==> src/rtl/uart_pkg.sv <==
`default_nettype none
// ============================================================================
// Module      : uart_pkg
// Description : Shared types for the UART transmit scheduler: the frame-format
//               record driven onto the TX state machine and the scheduler
//               state encoding.
// Revision    : 1.0 - initial release
// ============================================================================
package uart_pkg;

    // Width of one requester's format field on Req_Fmt.
    localparam int c_FMT_W = 5;

    // Frame format: {Len, NumStop, ParEn, Par[1:0]}.
    typedef struct packed {
        logic       len;
        logic       num_stop;
        logic       par_en;
        logic [1:0] par;
    } uart_fmt_t;

    typedef enum logic [1:0] {
        ARB   = 2'd0,
        DRAIN = 2'd1,
        LOAD  = 2'd2,
        XFER  = 2'd3
    } tx_sched_st_t;

endpackage : uart_pkg
`default_nettype wire

==> src/rtl/rr_arbiter.sv <==
`default_nettype none
// ============================================================================
// Module      : rr_arbiter
// Description : Combinational round-robin pick. Searches the request vector
//               from the pointer position upward with wrap-around and returns
//               the first requester found.
// Ports       : i_req [N]   request vector
//               i_ptr [IW]  search start position
//               o_gnt [N]   one-hot grant, 0 when no request
//               o_idx [IW]  index of the granted requester
//               o_any       at least one request present
// Revision    : 1.0 - initial release
// ============================================================================
module rr_arbiter #(
    parameter int N = 4
) (
    input  logic [N-1:0]                    i_req,
    input  logic [((N > 1) ? $clog2(N) : 1)-1:0] i_ptr,
    output logic [N-1:0]                    o_gnt,
    output logic [((N > 1) ? $clog2(N) : 1)-1:0] o_idx,
    output logic                            o_any
);

    localparam int c_IW = (N > 1) ? $clog2(N) : 1;

    logic [c_IW-1:0] w_cand;

    always_comb begin
        o_gnt  = '0;
        o_idx  = '0;
        o_any  = 1'b0;
        w_cand = '0;
        for (int k = 0; k < N; k++) begin
            w_cand = c_IW'((int'(i_ptr) + k) % N);
            if (!o_any && i_req[w_cand]) begin
                o_any         = 1'b1;
                o_idx         = w_cand;
                o_gnt[w_cand] = 1'b1;
            end
        end
    end

endmodule : rr_arbiter
`default_nettype wire

==> src/rtl/uart_tx_sched.sv <==
`default_nettype none
// ============================================================================
// Module      : uart_tx_sched
// Description : Shares one UART transmitter between NUM_REQ byte-stream
//               requesters. Round-robin arbitration with a per-message lock,
//               bursts limited to MAX_BURST bytes, granted bytes pushed into
//               the TX FIFO. A frame-format change is only applied once the
//               FIFO is empty and the TX state machine is idle, so no
//               character goes out with a mixed format.
// Ports       : Clk, Rst            clock, synchronous active-high reset
//               Req_Vld/Data/Last   per-requester byte stream
//               Req_Fmt             per-requester {Len,NumStop,ParEn,Par}
//               Req_Rdy             per-requester accept
//               TF_FF/TF_EF/TxIdle  TX FIFO full/empty, TX state machine idle
//               TF_WE/TF_DI         TX FIFO write strobe and data
//               Len/NumStop/ParEn/Par  applied frame format
//               Grant/Busy          current owner (one-hot), not arbitrating
// Revision    : 1.0 - initial release
// ============================================================================
module uart_tx_sched
    import uart_pkg::*;
#(
    parameter int NUM_REQ   = 4,
    parameter int MAX_BURST = 16
) (
    input  logic                   Clk,
    input  logic                   Rst,
    input  logic [NUM_REQ-1:0]     Req_Vld,
    input  logic [8*NUM_REQ-1:0]   Req_Data,
    input  logic [NUM_REQ-1:0]     Req_Last,
    input  logic [5*NUM_REQ-1:0]   Req_Fmt,
    output logic [NUM_REQ-1:0]     Req_Rdy,
    input  logic                   TF_FF,
    input  logic                   TF_EF,
    input  logic                   TxIdle,
    output logic                   TF_WE,
    output logic [7:0]             TF_DI,
    output logic                   Len,
    output logic                   NumStop,
    output logic                   ParEn,
    output logic [1:0]             Par,
    output logic [NUM_REQ-1:0]     Grant,
    output logic                   Busy
);

    localparam int c_IW = (NUM_REQ > 1) ? $clog2(NUM_REQ) : 1;

    tx_sched_st_t     r_state, w_next;
    uart_fmt_t        r_fmt;
    logic [c_IW-1:0]  r_ptr;
    logic [c_IW-1:0]  r_owner;
    logic [NUM_REQ-1:0] r_grant;
    logic [7:0]       r_cnt;

    logic [NUM_REQ-1:0] w_arb_gnt;
    logic [c_IW-1:0]  w_arb_idx;
    logic             w_arb_any;
    uart_fmt_t        w_arb_fmt;
    uart_fmt_t        w_own_fmt;
    logic             w_own_vld;
    logic             w_own_last;
    logic [7:0]       w_own_data;
    logic             w_accept;
    logic [7:0]       w_cnt_inc;
    logic             w_exit;
    logic [c_IW-1:0]  w_ptr_next;

    rr_arbiter #(
        .N (NUM_REQ)
    ) u_arb (
        .i_req (Req_Vld),
        .i_ptr (r_ptr),
        .o_gnt (w_arb_gnt),
        .o_idx (w_arb_idx),
        .o_any (w_arb_any)
    );

    assign w_arb_fmt  = uart_fmt_t'(Req_Fmt[c_FMT_W*int'(w_arb_idx) +: c_FMT_W]);
    assign w_own_fmt  = uart_fmt_t'(Req_Fmt[c_FMT_W*int'(r_owner) +: c_FMT_W]);
    assign w_own_vld  = Req_Vld[r_owner];
    assign w_own_last = Req_Last[r_owner];
    assign w_own_data = Req_Data[8*int'(r_owner) +: 8];

    // Reset gates the accept so a byte presented in the reset cycle is dropped.
    assign w_accept   = (r_state == XFER) && w_own_vld && !TF_FF && !Rst;
    assign w_cnt_inc  = r_cnt + 8'd1;
    // Last and burst limit on the same byte still produce a single exit.
    assign w_exit     = w_accept && (w_own_last || (w_cnt_inc == 8'(MAX_BURST)));
    assign w_ptr_next = (r_owner == c_IW'(NUM_REQ - 1)) ? '0 : r_owner + 1'b1;

    // ---------------------------------------------------------------- FSM
    always_ff @(posedge Clk) begin
        if (Rst) begin
            r_state <= ARB;
        end else begin
            r_state <= w_next;
        end
    end

    always_comb begin
        w_next  = r_state;
        Req_Rdy = '0;
        TF_WE   = 1'b0;
        TF_DI   = 8'h00;
        case (r_state)
            ARB: begin
                if (w_arb_any) begin
                    w_next = (w_arb_fmt == r_fmt) ? XFER : DRAIN;
                end
            end
            DRAIN: begin
                if (TF_EF && TxIdle) begin
                    w_next = LOAD;
                end
            end
            LOAD: begin
                w_next = XFER;
            end
            XFER: begin
                // Owner dropping Req_Vld keeps the grant: message lock.
                Req_Rdy[r_owner] = !TF_FF && !Rst;
                TF_WE            = w_accept;
                TF_DI            = w_accept ? w_own_data : 8'h00;
                if (w_exit) begin
                    w_next = ARB;
                end
            end
            default: begin
                w_next = ARB;
            end
        endcase
    end

    // ----------------------------------------------------------- datapath
    always_ff @(posedge Clk) begin
        if (Rst) begin
            r_fmt   <= '0;
            r_ptr   <= '0;
            r_owner <= '0;
            r_grant <= '0;
            r_cnt   <= 8'd0;
        end else begin
            case (r_state)
                ARB: begin
                    if (w_arb_any) begin
                        r_grant <= w_arb_gnt;
                        r_owner <= w_arb_idx;
                    end
                end
                LOAD: begin
                    r_fmt <= w_own_fmt;
                end
                XFER: begin
                    if (w_exit) begin
                        r_ptr   <= w_ptr_next;
                        r_grant <= '0;
                        r_cnt   <= 8'd0;
                    end else if (w_accept) begin
                        r_cnt <= w_cnt_inc;
                    end
                end
                default: begin
                end
            endcase
        end
    end

    assign Grant   = r_grant;
    assign Busy    = (r_state != ARB);
    assign Len     = r_fmt.len;
    assign NumStop = r_fmt.num_stop;
    assign ParEn   = r_fmt.par_en;
    assign Par     = r_fmt.par;

endmodule : uart_tx_sched
`default_nettype wire

==> config.mk <==
export PLATFORM = sky130hd
export DESIGN_NAME = uart_tx_sched
export DESIGN_NICKNAME = d
export VERILOG_FILES = /design/src/rtl/uart_pkg.sv /design/src/rtl/rr_arbiter.sv /design/src/rtl/uart_tx_sched.sv
export SDC_FILE = /design/constraint.sdc
export NUM_CORES = 1
export LEC_CHECK = 0
export BUFFER_PORTS_ARGS = -buffer_cell sky130_fd_sc_hd__buf_2
export CORE_MARGIN = 2
export CORE_UTILIZATION = 40
export CTS_BUF_LIST = sky130_fd_sc_hd__clkbuf_16
export CTS_CLUSTER_SIZE = 14
export DETAILED_ROUTE_END_ITERATION = 8
export HOLD_SLACK_MARGIN = 0.08
export PLACE_DENSITY = 0.69
export SETUP_SLACK_MARGIN = 0.5
export SLEW_MARGIN = 10
export SYNTH_ARGS = -nofsm -noshare
export SYNTH_HDL_FRONTEND = slang
export SYNTH_SLANG_ARGS = --single-unit
==> constraint.sdc <==
create_clock -name Clk -period 4.46 [get_ports Clk]
set_input_delay 0.223 -clock Clk [delete_from_list [all_inputs] [get_ports Clk]]
set_output_delay 0.223 -clock Clk [all_outputs]
set_load 0.01 [all_outputs]
* Word-level counts from Yosys, hierarchy flattened
Cells that the tools add are included.
Cells by class: $add $sub $neg 5, multiply operators 2, divide/modulo/power cells 0, $lt $le $gt $ge 10, equality and inequality tests 9, shift-type cells 3, multiplexer cells 49, bitwise logic cells 4, reduce and logical (&&, ||, !) cells 29
Operator list (count):
- indexed part select 20 x 6 -> 5 bit | 2
- two-way mux 8 bit | 4
- indexed part select 32 x 6 -> 8 bit | 1
- two-way mux 4 bit | 7
- two-way mux 2 bit | 9
- two-way mux 1 bit | 16
- < comparator 2 x 3 -> 1 bit, second input constant | 5
- logical AND 1 bit | 14
- binary-select mux 1 bit (select 2 bit) | 6
- OR 4 bit | 3
- demux 1 bit (select 2 bit) | 5
- >= comparator 2 x 1 -> 1 bit, second input constant | 5
- multiplier 3 x 2 -> 5 bit, first input constant | 2
- adder 8 x 1 -> 8 bit, second input constant | 1
- == test 8 x 5 -> 1 bit, second input constant | 1
- case mux 2 bit (4 select lines) | 1
- case mux 4 bit (2 select lines) | 1
- == test 2 bit, second input constant | 3
- AND reduction 2 bit | 3
- AND reduction 3 bit | 2
- nonzero test 2 bit | 3
- == test 5 bit | 1
- zero test 1 bit | 5
- adder 2 x 1 -> 2 bit, second input constant | 2
- other kinds (7) | 9
Storage, ports and cells: register bits 23, latch bits 0, RAM bits 0, memory bits (read-only) 0, input port bits 65, memories kept 0

* Depth between registers and ports, before layout
Gate-level depths: netlist of the first run.
word-level depth 18, depth in mapped cells 15, gate-level depth less buffers 10

* Hierarchy
A second synthesis of the first run with hierarchy kept.
Second synthesis, totals: cells, all modules 257, area total of the unflattened synthesis 2436.1 sq um
By module, submodules not included:
- uart_tx_sched | times used 1, cells an instance 212, area an instance 2016.9 sq um
- rr_arbiter | times used 1, cells an instance 45, area an instance 419.2 sq um

* Least setup slack after synthesis of the first run
Ideal clock, no wire load.
path kind reg-to-reg, start register r_ptr[0], end register r_state[1], library setup time 0.096 ns, data arrival time 3.637 ns, setup slack 0.728 ns, cell stages (with the launch flop) 14, clock period less this slack 3.732 ns, path through dfxtp_1 > buf_2 > clkbuf_1 > inv_1 > buf_2 > ha_1 > clkbuf_1 > mux4_2 > clkbuf_1 > o211ai_1 > and2_1 > mux4_1 > xor2_1 > o41ai_2
Between the ends: word-level cells in the longest chain between the ends 18, elaborated cells between the ends (all ways) 33, classes of those cells add/sub (3); mul (1); eq/ne (2); shift (1); mux (19); reduce/logical (7)
Ends and longest elaborated chain:
- from (decl) | RTL line uart_tx_sched.sv:50 | logic [c_IW-1:0] r_ptr;
- from (signal assigned) | RTL line uart_tx_sched.sv:155 | r_ptr <= w_ptr_next;
- parallel branches: the longest is 18 deep, another holds multiplier 3 x 2 -> 5 bit
- to (signal assigned) | RTL line uart_tx_sched.sv:96 | r_state <= w_next;
- to (decl) | RTL line uart_tx_sched.sv:48 | tx_sched_st_t r_state, w_next;
Several ways; the timed one is not identified. The select of a mux whose other input is x is not followed. A chain may end at the register's enable or synchronous reset.

* Worst setup path after layout of the first run
start register r_ptr[1], end register r_state[1]
Same word-level chain as after synthesis.

==> parameters.txt, run 1 <==
Parameter                              Value

Yosys
  Flops & latches, synth    23
  Compound-gate portion of the synthesized area    0.206
  Synth Net Count    390
  Share of synthesized area spent on multiplexers    0.213
  Count of mapped cells out of synthesis    between 300 and 400
  Xor and xnor area share after synthesis    0.0361
  Netlist area before placement    2670 sq um
  Most common flop cell mapped by yosys    sky130_fd_sc_hd__dfxtp_1
  Yosys Warn Count    0
  Number of distinct library cells after synthesis    64
  Main combinational cell family by area after synthesis    simple AND/OR/NAND/NOR gates
  Proportion of register bits with asynchronous set or reset after synthesis    0
  Sequential element share of the synthesized area    0.173
  Adder-cell share of the synthesized area    0.0844
  Basic-gate share of the synthesized area counting and, or, nand and nor cells    0.226
  Count of flip-flops with a built-in enable after synthesis    0
  Avg Synthesized Cell Area    8.69 sq um

Floorplan
  Die W    approximately 86 um
  DIE AREA    between 7000 and 8000 sq um
  IO Pins    88
  Die Height    roughly 86 um
  Starting density of the core    0.418
  Count of standard-cell rows    29
  Core ar.    6390 sq um

Pwr
  Total internal power    0.000540 W
  Switch share    0.369
  Reported net switching power    0.000315 W
  Lkg Pwr    between 1 and 1.5 nW
  Register share of total power    0.297
  Cell Pwr Density    266 nW/um^2
  Share of total power in the clock network    0.232
  Peak supply drop    0.000239 V
  Comb power frac    0.471

Timing
  Total count of hold-check failures in the final report    0
  Tmin final    3.55 ns
  Post-route clock period utilization    0.797
  Worst Tran Pin Value    between 0.6 and 0.7 ns
  Final setup skew    0.00247 ns
  Setup repair after global routing missed its margin    no
  Final Hold Slack    0.344 ns
  Total of endpoints with negative setup slack in the final report    0
  Max Freq    between 200 and 300 MHz
  Setup total negative slack    0 ns
  Final count of pins violating max slew    0
  Max-slew headroom    0.563

Detailed routing
  Average via count per standard cell    5.71
  Sum of routed wire length over all layers    6.93 mm
  Wire per inst    about 15 um
  Remaining design rule violation count    0
  Vias after detailed routing    2606
  Iteration-0 DRC Markers    111
  Router iterations before antenna repair    5
  Remaining antenna violation count    0

Clock network
  Number of buffers on the longest clock path    2
  Clock tree from TritonCTS    done
  Total number of clock tree sinks    23
  Clock network latency to the later pin of the worst-skew pair    roughly 0.26 ns
  CTS Buf Count    3
  Post-CTS clock slew at the launch and capture registers of the worst setup and hold paths    about 0.06 ns
  H-Tree Level Count    1
  Clock root buffer    sky130_fd_sc_hd__clkbuf_16

GRT
  Maximum number of pins on one net before global-route repair    31
  Antenna violations before repair    0
  Vias in the first global route    2406
  Global-route congestion overflow total    0
  Global-route wire length before repair    11.6 mm
  Overall routing resource usage    0.190

Finish
  Net count reported at finish    463
  Filler cell count in the final layout    a little over 600
  Layout cell share with drive strength beyond 1    0.338
  Number of diodes    0
  Utilization of the core after routing    0.503
  P&R area growth vs syn    20.4%

Min path
  Cell depth of the worst hold path    2
  Class of the tightest hold or removal check    in -> reg

Outcome
  Status    complete, no violations

Critical path
  Worst setup path class    reg -> reg
  Crit. End Element    flip-flop
  Biggest fanout along the worst timing path    14
  Reg2Reg Depth    9
  Required time worst endpoint    approximately 4.6 ns
  Critical path launch point type    flip-flop
  CP arrival    3.72 ns

Placed design
  Placer's final routability congestion estimate    0.835
  Number of port buffers    87
  HPWL after detailed placement    5.42 mm

Run
  Maximum capacitance violations    0
## cells in the mapped netlist, drive strengths merged (10+ instances only)
master / n / area, sq um
nor2: 32 / 120
clkbuf: 19 / 71.3
a22oi: 13 / 97.6
and2: 15 / 93.8
nand2: 12 / 45.0
inv: 15 / 56.3
ha: 18 / 225
o21ai: 18 / 90.1
mux4: 19 / 432
mux2i: 10 / 100
a21oi: 12 / 60.1
dfxtp: 23 / 460
## metrics by stage
stage | worst slack, ns | instance area, sq um | std cells | power [W]
2_1_floorplan | 0.728 | 2670 | 307 | 0.000545
3_5_place_dp | 0.819 | 3130 | 452 | 0.000661
4_1_cts | 0.792 | 3210 | 456 | 0.000864
3_3_place_gp | 1.01 | 3130 | 452 | 0.000652
6_report | 0.905 | 3210 | 456 | 0.000855
5_1_grt | 0.622 | 3210 | 456 | 0.000921
## kinds of logic after synthesis
group	Yosys count
AND/OR/NAND/NOR	107
AO/OA/AOI/OAI	77
buffers and inverters	39
multiplexers	32
flip-flops	23
adder cells (fa/ha/maj)	18
XOR/XNOR	11
## critical path, stage by stage (launching register included)
cell and delay (ns):
sky130_fd_sc_hd__dfxtp_1 0.62, sky130_fd_sc_hd__inv_1 0.20, sky130_fd_sc_hd__ha_1 0.50, sky130_fd_sc_hd__mux4_2 0.41
sky130_fd_sc_hd__and2b_1 0.20, sky130_fd_sc_hd__o211ai_1 0.31, sky130_fd_sc_hd__and2_1 0.27, sky130_fd_sc_hd__mux4_1 0.59
sky130_fd_sc_hd__xor2_1 0.18, sky130_fd_sc_hd__o41ai_2 0.19
## power groups by stage
stage / Combinational (W) / Clock (W) / Sequential, W
after floorplan: 0.000290 / 0 / 0.000255
after global placement: 0.000393 / 0 / 0.000258
after detailed placement: 0.000402 / 0 / 0.000259
after CTS: 0.000404 / 0.000206 / 0.000254
after global routing: 0.000451 / 0.000212 / 0.000258
final: 0.000403 / 0.000198 / 0.000254
## placed cells by master, fill, tap and decap left out, types with 3 or more instances in the layout
cell type                   instances
sky130_fd_sc_hd__inv_1             15
sky130_fd_sc_hd__mux4_2            18
sky130_fd_sc_hd__a21o_1             3
sky130_fd_sc_hd__mux2i_1           10
sky130_fd_sc_hd__nand4_1            7
sky130_fd_sc_hd__nor2b_1            4
sky130_fd_sc_hd__o211ai_1           6
sky130_fd_sc_hd__nor3_1             3
sky130_fd_sc_hd__a22oi_1           13
sky130_fd_sc_hd__dfxtp_1           23
sky130_fd_sc_hd__nand3_1            6
sky130_fd_sc_hd__buf_2             87
sky130_fd_sc_hd__nand2b_1           5
sky130_fd_sc_hd__ha_1              18
sky130_fd_sc_hd__nor3b_1            3
sky130_fd_sc_hd__nor2_1            32
sky130_fd_sc_hd__xor2_1             9
sky130_fd_sc_hd__and2_1            15
sky130_fd_sc_hd__buf_4              5
sky130_fd_sc_hd__nand3b_1           4
sky130_fd_sc_hd__nand2_1           12
sky130_fd_sc_hd__o21ai_0           16
sky130_fd_sc_hd__clkbuf_16          3
sky130_fd_sc_hd__a211oi_1           3
sky130_fd_sc_hd__a21oi_1           11
## final cells by class
class,instances,area (sq um),share of cell area
clock inverters,1,5.00,0.00156
clock buffers,3,75.1,0.0234
repair buffers,92,473,0.147
inverters,15,56.3,0.0175
flip-flops and latches,23,460,0.143
well taps,77,96.3,0.0300
multi-input cells,245,2050,0.637
## layer usage
layer / global-route usage / vias to the layer above / part of all wire
met5: 0 / - / 0
met4: 0.0317 / 0 / 0.0027
met3: 0.0221 / 2 / 0.068
met2: 0.325 / 87 / 0.48
met1: 0.263 / 1223 / 0.45
li1: - / 1294 / -
## state kept, by name (all words and copies together) (netlist names)
name and flops:
NumStop 1, ParEn 1, r_ptr 2, r_cnt 8, r_owner 2, Par 2, r_state 2, Len 1
Grant 4
## path summary, 6_finish.rpt
| kind | from | endpoint | slack [ns] |
|---|---|---|---|
| setup reg to reg | r_ptr[1] | r_state[1] | 0.91 |
| setup / recovery | r_ptr[1] | r_state[1] | 0.91 |
| hold / removal | Rst | Grant[2] | 0.34 |
| hold reg to reg | Grant[3] | Grant[3] | 0.51 |
## what timing repair did
item	in CTS	in global routing
endpoints found under the hold margin	0	0
buffers inserted	0	0
endpoints found under the setup margin	0	1
hold buffers	0	0
resized for setup	0	1
No activity file was read; power rests on OpenSTA's default activity.
==> run 2: changes to the inputs <==
Settings changed: PLACE_DENSITY 0.69 to 0.71.
Clock period 4.46 ns to 2.9 ns, I/O delays scaled along.
==> parameters.txt, run 2 (same netlist as run 1, synthesis figures left out) <==
Parameter                              Value

Floorplan
  Die Height    85.7 um
  Core ar.    between 6000 and 7000 sq um
  Starting density of the core    0.418
  DIE AREA    7340 sq um
  IO Pins    88
  Count of standard-cell rows    29
  Die W    around 86 um

GRT
  Antenna violations before repair    0
  Global-route congestion overflow total    0
  Vias in the first global route    2828
  Maximum number of pins on one net before global-route repair    22
  Overall routing resource usage    0.213
  Global-route wire length before repair    12.9 mm

Critical path
  Worst path max stage delay    between 0.5 and 0.6 ns
  CP arrival    approximately 2.9 ns
  Required time worst endpoint    3.07 ns
  Number of buffers and inverters on the critical path    1
  Biggest fanout along the worst timing path    6
  Cell at the slowest stage of the critical path    sky130_fd_sc_hd__mux4_2
  CP cell instances    mux4_2 -> nand2b_4 -> or3_4 -> a21o_4 -> buf_4 -> a211o_1 -> o2111ai_2 -> o211ai_2 -> o41ai_2
  Crit. End Element    flip-flop
  Kind of cell with the highest combined delay on the critical path    compound AO/OA/AOI/OAI gates
  Worst setup path class    reg -> reg
  Critical path launch point type    flip-flop

Clock network
  Clock root buffer    sky130_fd_sc_hd__clkbuf_16
  Total number of clock tree sinks    23
  CTS Buf Count    3
  H-Tree Level Count    1
  Post-CTS clock slew at the launch and capture registers of the worst setup and hold paths    0.07 ns
  Number of buffers on the longest clock path    2
  Clock tree from TritonCTS    done
  Total of hold buffers inserted after clock tree synthesis    0
  Clock network latency to the later pin of the worst-skew pair    0.26 ns

Finish
  Number of diodes    0
  P&R area growth vs syn    29.1%
  Most frequent standard cell in the layout excluding fill and tap cells    sky130_fd_sc_hd__buf_2
  Storage cell area    about 470 sq um
  Max FFs per register    8
  Most flop-heavy register    r_cnt
  Post-route insts no fill    479
  Top library cells by usage in the layout, fill and taps aside    sky130_fd_sc_hd__buf_2 (87), sky130_fd_sc_hd__nor2_1 (32), sky130_fd_sc_hd__buf_4 (27)
  Net count reported at finish    486
  Layout cell share with drive strength beyond 1    0.405
  Filler cell count in the final layout    roughly 620
  Multi-input gate area    2090 sq um

Detailed routing
  Wire per inst    16.2 um
  Router iterations before antenna repair    4
  Remaining antenna violation count    0
  Vias after detailed routing    ~2800
  Iteration-0 DRC Markers    about 130
  Sum of routed wire length over all layers    7.75 mm
  Average via count per standard cell    between 5 and 6
  Remaining design rule violation count    0

Timing
  Total count of hold-check failures in the final report    0
  Post-route clock period utilization    0.932
  Setup repair after global routing missed its margin    yes
  Setup total negative slack    0 ns
  Worst Tran Pin Value    0.519 ns
  Tmin final    2.70 ns
  Final setup skew    0.00141 ns
  Total of endpoints with negative setup slack in the final report    0
  Final count of pins violating max slew    0
  Max-slew headroom    0.651
  Max Freq    370 MHz

Pwr
  Cell Pwr Density    392 nW/um^2
  Lkg Pwr    approximately 1.5 nW
  Peak supply drop    0.000275 V

Run
  Maximum capacitance violations    0

Placed design
  Number of port buffers    87
  Placer's final routability congestion estimate    0.912
  HPWL after detailed placement    5.96 mm
  Cell total after placement    around 470

Outcome
  Status    complete, no violations

Min path
  Class of the tightest hold or removal check    in -> reg
## run 2: cell type report
type | count | area share
clock buffer | 3 | 0.0218
inverter | 15 | 0.0163
tap | 77 | 0.0280
timing repair buffer | 115 | 0.189
clock inverter | 1 | 0.00145
sequential | 23 | 0.136
multi-input combinational | 245 | 0.608
## run 2: routing by layer
layer | up-vias | part of all wire | global-route usage
met3 | 11 | 0.075 | 0.0404
met1 | 1355 | 0.41 | 0.266
li1 | 1338 | - | -
met5 | - | 0 | 0
met4 | 0 | 0.0077 | 0.0361
met2 | 109 | 0.50 | 0.386
## run 2: stage by stage
stage                     setup WS [ns]   util  instance area (sq um)  total power (W)  hold WS [ns]
final                             0.197  0.539                   3440          0.00135         0.269
after global routing             0.0573  0.539                   3440          0.00145         0.299
after CTS                         0.213  0.534                   3410          0.00135         0.262
after detailed placement         0.0285  0.511                   3260          0.00102         0.501
after global placement            0.105  0.511                   3260          0.00101         0.493
after floorplan                  -0.259      -                   2720         0.000842         0.436
## run 2: worst register-to-register path: stages (launching register included)
cell,delay [ns]
sky130_fd_sc_hd__dfxtp_4,0.37
sky130_fd_sc_hd__mux4_2,0.55
sky130_fd_sc_hd__nand2b_4,0.17
sky130_fd_sc_hd__or3_4,0.39
sky130_fd_sc_hd__a21o_4,0.23
sky130_fd_sc_hd__buf_4,0.14
sky130_fd_sc_hd__a211o_1,0.24
sky130_fd_sc_hd__o2111ai_2,0.09
sky130_fd_sc_hd__o211ai_2,0.12
sky130_fd_sc_hd__o41ai_2,0.32
## run 2: worst paths after layout
| kind | start | endpoint | slack, ns | cells after the start |
|---|---|---|---|---|
| worst max-delay path | r_ptr[1] | r_state[1] | 0.20 | 9 |
| worst min-delay path | Rst | Grant[1] | 0.27 | 2 |
| worst min register to register | r_cnt[1] | r_cnt[1] | 0.51 | 2 |
| worst max register to register | r_ptr[1] | r_state[1] | 0.20 | 9 |
## run 2: where the power goes
part           switching [W]  leakage [nW]  internal, W
Combinational       0.000336          1.28     0.000310
Clock               0.000130        0.0409     0.000186
Sequential         0.0000392         0.189     0.000350
## run 2: repair_timing
action,CTS,global route
pin swaps,4,1
setup buffers,6,1
gates resized for setup,8,7
setup endpoints to repair,9,14
==> run 3: changes to the inputs <==
Settings changed: ABC_AREA set to 1, CORE_ASPECT_RATIO set to 2, PLACE_DENSITY 0.71 to 0.72.
==> parameters.txt, run 3 <==
Parameter                              Value

Outcome
  Status    complete, no violations

Yosys
  Area share of the largest cell type after synthesis    0.178
  Netlist area before placement    2580 sq um
  Most used standard cells in the synthesized netlist    sky130_fd_sc_hd__nand2_1 (75), sky130_fd_sc_hd__nor2_1 (60), sky130_fd_sc_hd__inv_1 (51)
  Count of mapped cells out of synthesis    417
  Sequential element share of the synthesized area    0.178
  Most used standard cell by instance count after synthesis    sky130_fd_sc_hd__nand2_1
  Main area contributors after synthesis    sky130_fd_sc_hd__dfxtp_1 (18%), sky130_fd_sc_hd__nand2_1 (11%), sky130_fd_sc_hd__ha_1 (8.7%)
  Synth Net Count    500
  Count of flip-flops with a built-in enable after synthesis    0
  Number of distinct library cells after synthesis    41
  Proportion of register bits with asynchronous set or reset after synthesis    0
  Avg Synthesized Cell Area    slightly above 6 sq um
  Leading area contributor after synthesis    sky130_fd_sc_hd__dfxtp_1
  Yosys Warn Count    0
  Flops & latches, synth    23
  Most common flop cell mapped by yosys    sky130_fd_sc_hd__dfxtp_1

Timing
  Total of endpoints with negative setup slack in the final report    0
  Final count of pins violating max slew    0
  Worst path setup slack after routing    0.672 ns
  Total count of hold-check failures in the final report    0
  Setup total negative slack    0 ns
  Max Freq    approximately 450 MHz
  Max-slew headroom    0.736
  Final setup skew    0.00614 ns
  Post-route clock period utilization    0.768
  Worst Tran Pin Value    0.394 ns
  Tmin final    2.23 ns
  Setup repair after global routing missed its margin    yes

Critical path
  Cell at the slowest stage of the critical path    sky130_fd_sc_hd__dfxtp_4
  Crit. End Element    flip-flop
  Critical path launch point type    flip-flop
  Timing startpoint of the critical path    r_ptr[0]
  Biggest fanout along the worst timing path    12
  CP arrival    between 2 and 2.5 ns
  Number of buffers and inverters on the critical path    3
  Worst R2R Start    r_ptr[0]
  Kind of cell with the highest combined delay on the critical path    simple AND/OR/NAND/NOR gates
  Critical path's most frequent cell    sky130_fd_sc_hd__nand2_1
  Worst setup path class    reg -> reg
  Worst path max stage delay    0.38 ns
  CP cell instances    inv_8 -> ha_4 -> inv_2 -> nand2_1 -> nand2_4 -> nor2_8 -> nand3_4 -> nand3_4 -> buf_4 -> nand2_1 -> nand2_1 -> nand2_1 -> nand3_1 -> nand2_1 -> nor2_1 -> nand3_1 -> a21oi_1
  Required time worst endpoint    3.10 ns

GRT
  Antenna violations before repair    0
  Overall routing resource usage    0.242
  Global-route wire length before repair    13.5 mm
  Maximum number of pins on one net before global-route repair    24
  Vias in the first global route    ~3000
  Global-route congestion overflow total    0

Placed design
  Cell total after placement    a little under 600
  Number of port buffers    87
  Dpl cell area    3100 sq um
  Placer's final routability congestion estimate    0.921
  HPWL after detailed placement    ~6.5 mm
  DP Worst Slack    slightly above 0.3 ns

Floorplan
  Core ar.    6260 sq um
  DIE AREA    approximately 7200 sq um
  Die W    60.8 um
  IO Pins    88
  Count of standard-cell rows    41
  Starting density of the core    0.413
  Die Height    118 um

Clock network
  Number of buffers on the longest clock path    2
  Clock tree from TritonCTS    done
  Total number of clock tree sinks    23
  Post-CTS clock slew at the launch and capture registers of the worst setup and hold paths    0.07 ns
  H-Tree Level Count    1
  Total of hold buffers inserted after clock tree synthesis    0
  Clock network latency to the later pin of the worst-skew pair    between 0.2 and 0.3 ns
  CTS Buf Count    3
  Clock root buffer    sky130_fd_sc_hd__clkbuf_16

Pwr
  Total internal power    about 0.00093 W
  Lkg Pwr    1.68 nW
  Comb power frac    0.570
  Reported net switching power    0.000803 W
  Switch share    0.464
  Cell Pwr Density    521 nW/um^2
  Share of total power in the clock network    0.183
  Peak supply drop    about 0.00037 V
  Register share of total power    0.247

Detailed routing
  Iteration-0 DRC Markers    161
  Remaining design rule violation count    0
  Router iterations before antenna repair    4
  Sum of routed wire length over all layers    roughly 8.3 mm
  Remaining antenna violation count    0
  Average via count per standard cell    a little over 5
  Wire per inst    13.9 um
  Vias after detailed routing    3063

Finish
  Max FFs per register    8
  P&R area growth vs syn    28.6%
  Most flop-heavy register    r_cnt
  Most frequent standard cell in the layout excluding fill and tap cells    sky130_fd_sc_hd__buf_2
  Top library cells by usage in the layout, fill and taps aside    sky130_fd_sc_hd__buf_2 (87), sky130_fd_sc_hd__nand2_1 (74), sky130_fd_sc_hd__nor2_1 (59)
  Layout cell share with drive strength beyond 1    0.288
  Number of diodes    0
  Post-route design area    3320 sq um
  Post-route insts no fill    ~600
  Net count reported at finish    594

Min path
  Class of the tightest hold or removal check    in -> reg
  Startpoint of the tightest hold check path    Rst

Run
  Maximum capacitance violations    0
[run 3: power by group through the flow]
stage / clock [W] / combinational, W / sequential (W)
2_1_floorplan: 0 / 0.000649 / 0.000429
3_3_place_gp: 0 / 0.000936 / 0.000430
3_5_place_dp: 0 / 0.000947 / 0.000432
4_1_cts: 0.000321 / 0.000964 / 0.000426
5_1_grt: 0.000333 / 0.00112 / 0.000435
6_report: 0.000316 / 0.000985 / 0.000428
[run 3: path summary, 6_finish.rpt]
kind | endpoint | slack, ns | depth (start not counted)
max reg2reg | r_state[1] | 0.67 | 17
max | r_state[1] | 0.67 | 17
min | Grant[0] | 0.23 | 2
min reg2reg | Grant[1] | 0.46 | 2
[run 3: repair_timing]
item,in CTS,in global routing
pin swaps,2,6
gates cloned,1,0
endpoints found under the setup margin,9,22
setup buffers,4,6
resized for setup,6,13
[run 3: logic make-up (layout without fill, tap and decap cells)]
| logic type | count (synthesis) | count (layout) | synth area share |
|---|---|---|---|
| and+or+nand+nor | 207 | 207 | 0.391 |
| AOI/OAI and AO/OA | 92 | 92 | 0.207 |
| buffers and inverters | 71 | 164 | 0.116 |
| DFF | 23 | 23 | 0.178 |
| adders and majority gates | 18 | 18 | 0.0872 |
| xor gates and xnor gates | 6 | 6 | 0.0203 |
[run 3: final cells by class]
type                            count  area (sq um)
Clock buffer                        3          75.1
Clock inverter                      1          5.00
Fill cell                         686          2940
Inverter                           54           214
Multi-Input combinational cell    323          1860
Sequential cell                    23           468
Tap cell                           86           108
Timing Repair Buffer              105           583
Timing Repair inverter              1          5.00
[run 3: layer usage]
| metal | routed length [um] | track usage | vias up |
|---|---|---|---|
| met5 | 0 | 0 | - |
| met1 | 2940 | 0.245 | 1368 |
| met2 | 4560 | 0.441 | 109 |
| li1 | - | - | 1549 |
| met3 | 367 | 0.0165 | 37 |
| met4 | 424 | 0.154 | 0 |
[run 3: per-stage QoR]
step	total power [W]	utilization	hold WS [ns]
global route	0.00189	0.531	0.260
CTS	0.00171	0.517	0.230
global placement	0.00137	0.495	0.447
detailed placement	0.00138	0.495	0.458
finish	0.00173	0.531	0.228
floorplan	0.00108	-	0.366
